--- config.mk ---
export PLATFORM = sky130hd
export DESIGN_NAME = mem_port_arbiter
export DESIGN_NICKNAME = d
export VERILOG_FILES = /design/src/rtl/mem_port_arbiter.sv
export SDC_FILE = /design/constraint.sdc
export NUM_CORES = 1
export LEC_CHECK = 0
export CAP_MARGIN = 5
export CORE_UTILIZATION = 45
export CTS_CLUSTER_SIZE = 40
export DETAILED_ROUTE_END_ITERATION = 8
export PLACE_DENSITY = 0.86
export SLEW_MARGIN = 20
export SYNTH_ARGS = -nofsm -noshare
export SYNTH_HDL_FRONTEND = slang
export SYNTH_SLANG_ARGS = --single-unit
--- constraint.sdc ---
create_clock -name clk -period 7.2 [get_ports clk]
set_clock_uncertainty 0.05 [all_clocks]
set_input_delay 0.72 -clock clk [delete_from_list [all_inputs] [get_ports clk]]
set_output_delay 0.72 -clock clk [all_outputs]
set_load 0.02 [all_outputs]
--- src/rtl/mem_port_arbiter.sv ---
// mem_port_arbiter
//   Shares one unified instruction/data memory port between the fetch stage
//   (IF) and the load/store stage (MEM). A request is sampled in IDLE, the
//   winning command is registered onto the memory port (BUSY_D / BUSY_I) and
//   held until mem_ack. The owner then sees a one-cycle ready pulse in DONE,
//   and the arbiter returns to IDLE.
//
//   Handshake: requests (if_req, d_read, d_write) are levels held by the
//   requester until its ready pulse. ready is a single-cycle completion
//   strobe and rdata is valid in that cycle and held until the next read of
//   the same requester completes. mem_ack is a one-cycle completion strobe
//   from the memory; it is only honoured while a command is outstanding
//   (BUSY_D / BUSY_I). Commands on mem_* are stable for the whole BUSY state.
//
//   Ports:
//     clk, rst                     clock, async active-high reset
//     if_req, if_addr              fetch request / PC
//     if_rdata, if_ready           fetched instruction / completion pulse
//     d_read, d_write, d_addr,
//     d_wdata, d_fn3               load/store request and command
//     d_rdata, d_ready             load data / completion pulse
//     mem_read, mem_write,
//     mem_addr, mem_wdata, mem_fn3 registered memory command
//     mem_rdata, mem_ack           memory response
//
//   Debug visibility: state and wait_cnt are plain named registers so
//   checkers can bind to them directly.
module mem_port_arbiter #(
  parameter int          MAX_WAIT  = 4,
  parameter logic [2:0]  FETCH_FN3 = 3'b010
) (
  input  logic        clk,
  input  logic        rst,
  input  logic        if_req,
  input  logic [31:0] if_addr,
  output logic [31:0] if_rdata,
  output logic        if_ready,
  input  logic        d_read,
  input  logic        d_write,
  input  logic [31:0] d_addr,
  input  logic [31:0] d_wdata,
  input  logic [2:0]  d_fn3,
  output logic [31:0] d_rdata,
  output logic        d_ready,
  output logic        mem_read,
  output logic        mem_write,
  output logic [31:0] mem_addr,
  output logic [31:0] mem_wdata,
  output logic [2:0]  mem_fn3,
  input  logic [31:0] mem_rdata,
  input  logic        mem_ack
);

  typedef enum logic [1:0] {
    IDLE   = 2'd0,
    BUSY_D = 2'd1,
    BUSY_I = 2'd2,
    DONE   = 2'd3
  } state_t;

  localparam logic [3:0] WAIT_LIMIT = 4'(MAX_WAIT);

  state_t     state;
  logic [3:0] wait_cnt;

  logic data_req;
  logic fetch_win;

  // Fetch takes the port when it is the only requester, or when data has
  // already won MAX_WAIT consecutive contested rounds.
  always_comb begin
    data_req  = d_read | d_write;
    fetch_win = if_req & (~data_req | (wait_cnt == WAIT_LIMIT));
  end

  always_ff @(posedge clk or posedge rst) begin
    if (rst) begin
      state     <= IDLE;
      wait_cnt  <= 4'd0;
      if_rdata  <= 32'd0;
      if_ready  <= 1'b0;
      d_rdata   <= 32'd0;
      d_ready   <= 1'b0;
      mem_read  <= 1'b0;
      mem_write <= 1'b0;
      mem_addr  <= 32'd0;
      mem_wdata <= 32'd0;
      mem_fn3   <= 3'd0;
    end else begin
      case (state)
        IDLE: begin
          if (fetch_win) begin
            state     <= BUSY_I;
            wait_cnt  <= 4'd0;
            mem_read  <= 1'b1;
            mem_write <= 1'b0;
            mem_addr  <= if_addr;
            mem_wdata <= 32'd0;
            mem_fn3   <= FETCH_FN3;
          end else if (data_req) begin
            state     <= BUSY_D;
            // Only a contested round counts against fetch; the counter
            // cannot pass WAIT_LIMIT because fetch wins at that value.
            if (if_req && (wait_cnt != WAIT_LIMIT)) begin
              wait_cnt <= wait_cnt + 4'd1;
            end
            // A store wins if both read and write are raised.
            mem_write <= d_write;
            mem_read  <= d_read & ~d_write;
            mem_addr  <= d_addr;
            mem_wdata <= d_wdata;
            mem_fn3   <= d_fn3;
          end
        end

        BUSY_D: begin
          if (mem_ack) begin
            state     <= DONE;
            d_ready   <= 1'b1;
            // mem_read is still the latched command here: a store leaves
            // d_rdata untouched.
            if (mem_read) begin
              d_rdata <= mem_rdata;
            end
            mem_read  <= 1'b0;
            mem_write <= 1'b0;
          end
        end

        BUSY_I: begin
          if (mem_ack) begin
            state     <= DONE;
            if_ready  <= 1'b1;
            if_rdata  <= mem_rdata;
            mem_read  <= 1'b0;
            mem_write <= 1'b0;
          end
        end

        DONE: begin
          // One cycle of ready with no arbitration, so the requester can
          // drop or change its request before the next IDLE sample.
          state    <= IDLE;
          if_ready <= 1'b0;
          d_ready  <= 1'b0;
        end

        default: begin
          state <= IDLE;
        end
      endcase
    end
  end

endmodule

Yosys cells after proc, flatten, opt, wreduce, memory -nomap -nowiden
Index checks and enable logic that the tools add are counted.
- word-level logic and storage cells: 66
- bits in registers: 141
- output and inout bits: 135
- input port bits: 137
- reduce and logical (&&, ||, !) cells: 16
- add/sub/neg operators: 1
- muxes and demuxes: 23
- bitwise operators: 6
- equality and inequality tests: 9
- operators by type and width (operator ; count):
    2-to-1 mux 32 bit ; 4
    2-to-1 mux 4 bit ; 3
    AND reduction 2 bit ; 5
    nonzero test 2 bit ; 5
    AND reduction 3 bit ; 3
    one-hot mux 1 bit (2 select lines) ; 4
    2-to-1 mux 1 bit ; 6
    2-to-1 mux 2 bit ; 3
    2-to-1 mux 3 bit ; 2
    one-hot mux 2 bit (3 select lines) ; 1
    adder 4 x 1 -> 4 bit (second input constant) ; 1
    == test 2 bit (second input constant) ; 2
    == test 4 x 3 -> 1 bit (second input constant) ; 1
    != test 2 bit (second input constant) ; 2
    != test 4 x 3 -> 1 bit (second input constant) ; 1
    != test 3 bit (second input constant) ; 1
    AND 1 bit ; 2
    == test 2 x 1 -> 1 bit (second input constant) ; 1
    zero test 2 bit ; 1
    != test 2 x 1 -> 1 bit (second input constant) ; 1
    NOT 1 bit ; 2
    bitwise OR 1 bit ; 2
    OR reduction 2 bit ; 1
    logical AND 1 bit ; 1

Depth between registers and ports, before layout
- depth in word-level cells: 6
- gate-level depth with buffers: 7
- gate-level depth less buffers: 5

Worst setup path after synthesis
Ideal clock, no wire load.
- path kind: input -> register
- start point: in if_req
- end point: reg mem_fn3[2]
- cell stages on the path: 7
- slack: 5.125 ns
- required time: 7.029 ns
- path buffers: 4
- data arrival time: 1.904 ns
- library setup time: 0.121 ns
- cell sequence: buf_2 or3b_1 buf_2 and3_4 buf_6 buf_6 a22o_1
- word-level cells in the longest chain between the ends: 3
- elaborated cells on any way between the ends: 4
- those cells by class: 1 x mux; 1 x bitwise; 2 x reduce/logical
- ends and longest elaborated chain (item ; line ; text):
    from (decl) ; 34 ; input logic if_req,
    AND 1 bit * ; 73 ; fetch_win = if_req & (~data_req | (wait_cnt == WAIT_LIMIT));
    nonzero test 2 bit (no source line) ; - ;
    AND reduction 2 bit (no source line) ; - ;
    to (signal assigned) ; 112 ; mem_fn3 <= d_fn3;
    to (decl) ; 49 ; output logic [2:0] mem_fn3,
Mark *: on every way between the ends. The rest lies on a longest branch, timed or not.
A chain may end at the register's enable or synchronous reset.

Worst setup path after layout
- start point: in if_req
- end point: reg mem_wdata[28]
- word-level cells in the longest chain between the ends: 3
- elaborated cells on any way between the ends: 4
- those cells by class: 1 x mux; 1 x bitwise; 2 x reduce/logical
- ends and longest elaborated chain (item ; line ; text):
    AND 1 bit * ; 73 ;
    nonzero test 2 bit (no source line) ; - ;
    AND reduction 2 bit (no source line) ; - ;
    to (signal assigned) ; 111 ; mem_wdata <= d_wdata;
    to (decl) ; 48 ; output logic [31:0] mem_wdata,
Marked as above.

==> results.yml <==
clock_network:
  postCtsSetupBuffers: 0
  cts_resized: 0
  insertion_delay_ps: 410
  clock_sinks: 141
  cts_hold_buf: 0
  clockRootBuffer: "clkbuf_16"
  cts_max_level: 4
  clk_pin_slew_ps: 60
  cts_tree: "done"
  max-clock-path-buffers: 2
  cts_buffers: 17
logic_synthesis:
  syn_area_per_cell_um2: 12.5
  ys_types: 35
  synth.most_common_cell: "dfrtp_1"
  ys_async_sr_fraction_pct: 100
  yosys-top-cells-area: "dfrtp_1, mux2_2, a22o_1, o211ai_1, a31oi_1"
  netlist_area_um2: 5900
  yosys.area.top_type_share_pct: 59.8
  ys_seq_area_share_pct: 59.8
  synthFlopType: "dfrtp_1"
  syn_inst: 471
  synth_top_area_cell: "dfrtp_1"
  synth-edff-count: 0
  synth_commonest_cells: "dfrtp_1, mux2_2, nor2_1"
  ys_seq_elements: 141
  yosys_warnings: 0
  synth_nets: 615
critical_path:
  path_cells: "clkdlybuf4s50_1, buf_4, or3b_2, and3_4, a22o_1"
  slowest_stage: "or3b_2"
  worstPathRequired_ps: 7450
  critical-path-max-stage-delay_ps: 800
  crit_family: "simple AND/OR/NAND/NOR gates"
  start_kind: "input port"
  critPathMaxFanout: 43
  critPathKind: "in2reg"
  r2r_end: "mem_write"
  endpoint_kind: "register"
  rr_worst_depth: 5
  critPathArrivalTime_ps: 3040
  reg2reg_from: "state[0]"
  rrSetupSlack_ps: 5030
  critPathBufInv: 2
global_routing:
  grt_usage_pct: 24.6
  grt_pass1_wl_um: 25100
  antenna_found_initial: 0
  grt.overflow.total: 0
  grt_max_degree: 78
  grt_pass1_vias: 4962
timing:
  rsz0062_at_grt: "no"
  period_share_pct: 38.7
  max_freq_mhz: 359
  slew_headroom_pct: 44.9
  maxSlewViolCount: 0
  setup_violations: 0
  final_hold_viol_count: 0
  post-route-min-period_ps: 2790
  finalSetupTns_ps: 0
  tightestPinTransition_ps: 827
die:
  pin_count: 272
  start_util_pct: 46.4
  dieArea_um2: 13600
  fp.dieH_um: 117
  die_x_um: 117
  core_area_um2: 12700
  num_rows: 41
placement:
  dpl.hpwl_um: 11500
  routabilityCongestion: 0.839
  numPortBuffers: 271
route:
  avgViaCountPerCell: 5.39
  postRouteAntennaNets: 0
  drt_wl_total_um: 16600
  drt_iter0_drc: 218
  first_pass_iters: 4
  drc: 0
  wl_per_cell_um: 18.1
  vias: 4933
worst_hold_path:
  whs_path_depth: 1
  min_to: "if_rdata[29]"
  worstHoldStart: "if_rdata[29]"
  hold_path.class: "reg2reg"
cells_and_area:
  drive_gt1_share_pct: 15.2
  fillerInstances: 887
  fin_util_pct: 73.5
  antennaDiodeCount: 0
  regArea_um2: 3530
  multi_input_area_um2: 2160
  area_growth_syn_to_layout_pct: 58.3
  nets: 874
power:
  irDropWorstVdd_mv: 0.234
  p_leak_nw: 3.95
  powerDensity_nw_per_um2: 464
outcome:
  status: "finished clean"
job:
  maxCapViolations: 0
==> cell type report <==
cell class | instances | area share [%]
inverters | 10 | 0.455
well taps | 172 | 2.30
flip-flops and latches | 141 | 37.8
repair buffers | 280 | 29.8
clock buffers | 17 | 4.55
multi-input cells | 280 | 23.1
clock inverters | 15 | 1.99
==> cell families after synthesis <==
kind of cell             synth area share, %
AO/OA/AOI/OAI                           14.4
adder cells (fa/ha/maj)                 1.48
buffers and inverters                   3.86
flip-flops                              59.8
multiplexers                            12.9
AND/OR/NAND/NOR                         7.55
==> metal layers <==
layer  up-vias  global-route usage [%]  part of all wire [%]
li1       2261                       -                     -
met4         0                    11.1                   2.4
met5         -                       0                     0
met2       230                    42.9                    50
met1      2411                    27.3                    39
met3        31                    7.99                   8.5
==> metrics by stage <==
stage	hold slack, ps	setup slack [ps]	area [µm²]	instances	total power [mW]
2_1_floorplan	440	2650	5900	471	2.46
3_3_place_gp	435	3910	8720	882	3.36
3_5_place_dp	442	3840	8730	883	3.45
4_1_cts	455	4280	9350	915	4.37
5_1_grt	460	4340	9350	915	4.56
6_report	452	4410	9350	915	4.34
==> cells in the final DEF, fill, tap and decap left out, types with 4 or more instances in the layout <==
| cell | netlist | routed |
|---|---|---|
| a22o_1 | 34 | 34 |
| a31oi_1 | 32 | 32 |
| buf_4 | 0 | 8 |
| clkbuf_16 | 0 | 17 |
| clkdlybuf4s50_1 | 0 | 271 |
| clkinvlp_4 | 0 | 4 |
| dfrtp_1 | 141 | 141 |
| ha_1 | 7 | 7 |
| inv_1 | 10 | 9 |
| inv_6 | 0 | 6 |
| mux2_2 | 65 | 65 |
| nand2_1 | 5 | 5 |
| nand3_1 | 35 | 35 |
| nor2_1 | 36 | 35 |
| o211ai_1 | 33 | 33 |
==> state kept, by name, summed over array words and instances (netlist names) <==
signal,flops
if_rdata,32
state,2
mem_fn3,3
d_rdata,32
mem_write,1
if_ready,1
mem_addr,32
wait_cnt,4
mem_read,1
d_ready,1
mem_wdata,32
==> worst reg2reg max path, delay by kind of cell, from the launching register on <==
family / cells / cell delay [ps]
simple gates: 2 / 810
buf+inv: 1 / 140
flops: 1 / 400
mux: 1 / 310
fa+ha+maj: 1 / 350
==> power breakdown <==
part | total, mW | switching (mW) | leakage [nW] | internal, mW
combinational | 2.05 | 1.00 | 1.97 | 1.04
clock | 0.901 | 0.351 | 0.287 | 0.550
sequential | 1.39 | 0.220 | 1.70 | 1.17
total | 4.34 | 1.57 | 3.95 | 2.77
==> how the worst max path moves through the flow <==
stage | from | endpoint | cells after the start
3_5_place_dp | if_req | mem_wdata[2] | 5
6_report | if_req | mem_wdata[28] | 5
4_1_cts | if_req | mem_wdata[28] | 5
3_3_place_gp | if_req | mem_wdata[16] | 5
5_1_grt | if_req | mem_wdata[28] | 5
2_1_floorplan | rst | d_rdata[0] | 1
No activity file was read; power rests on OpenSTA's default activity.
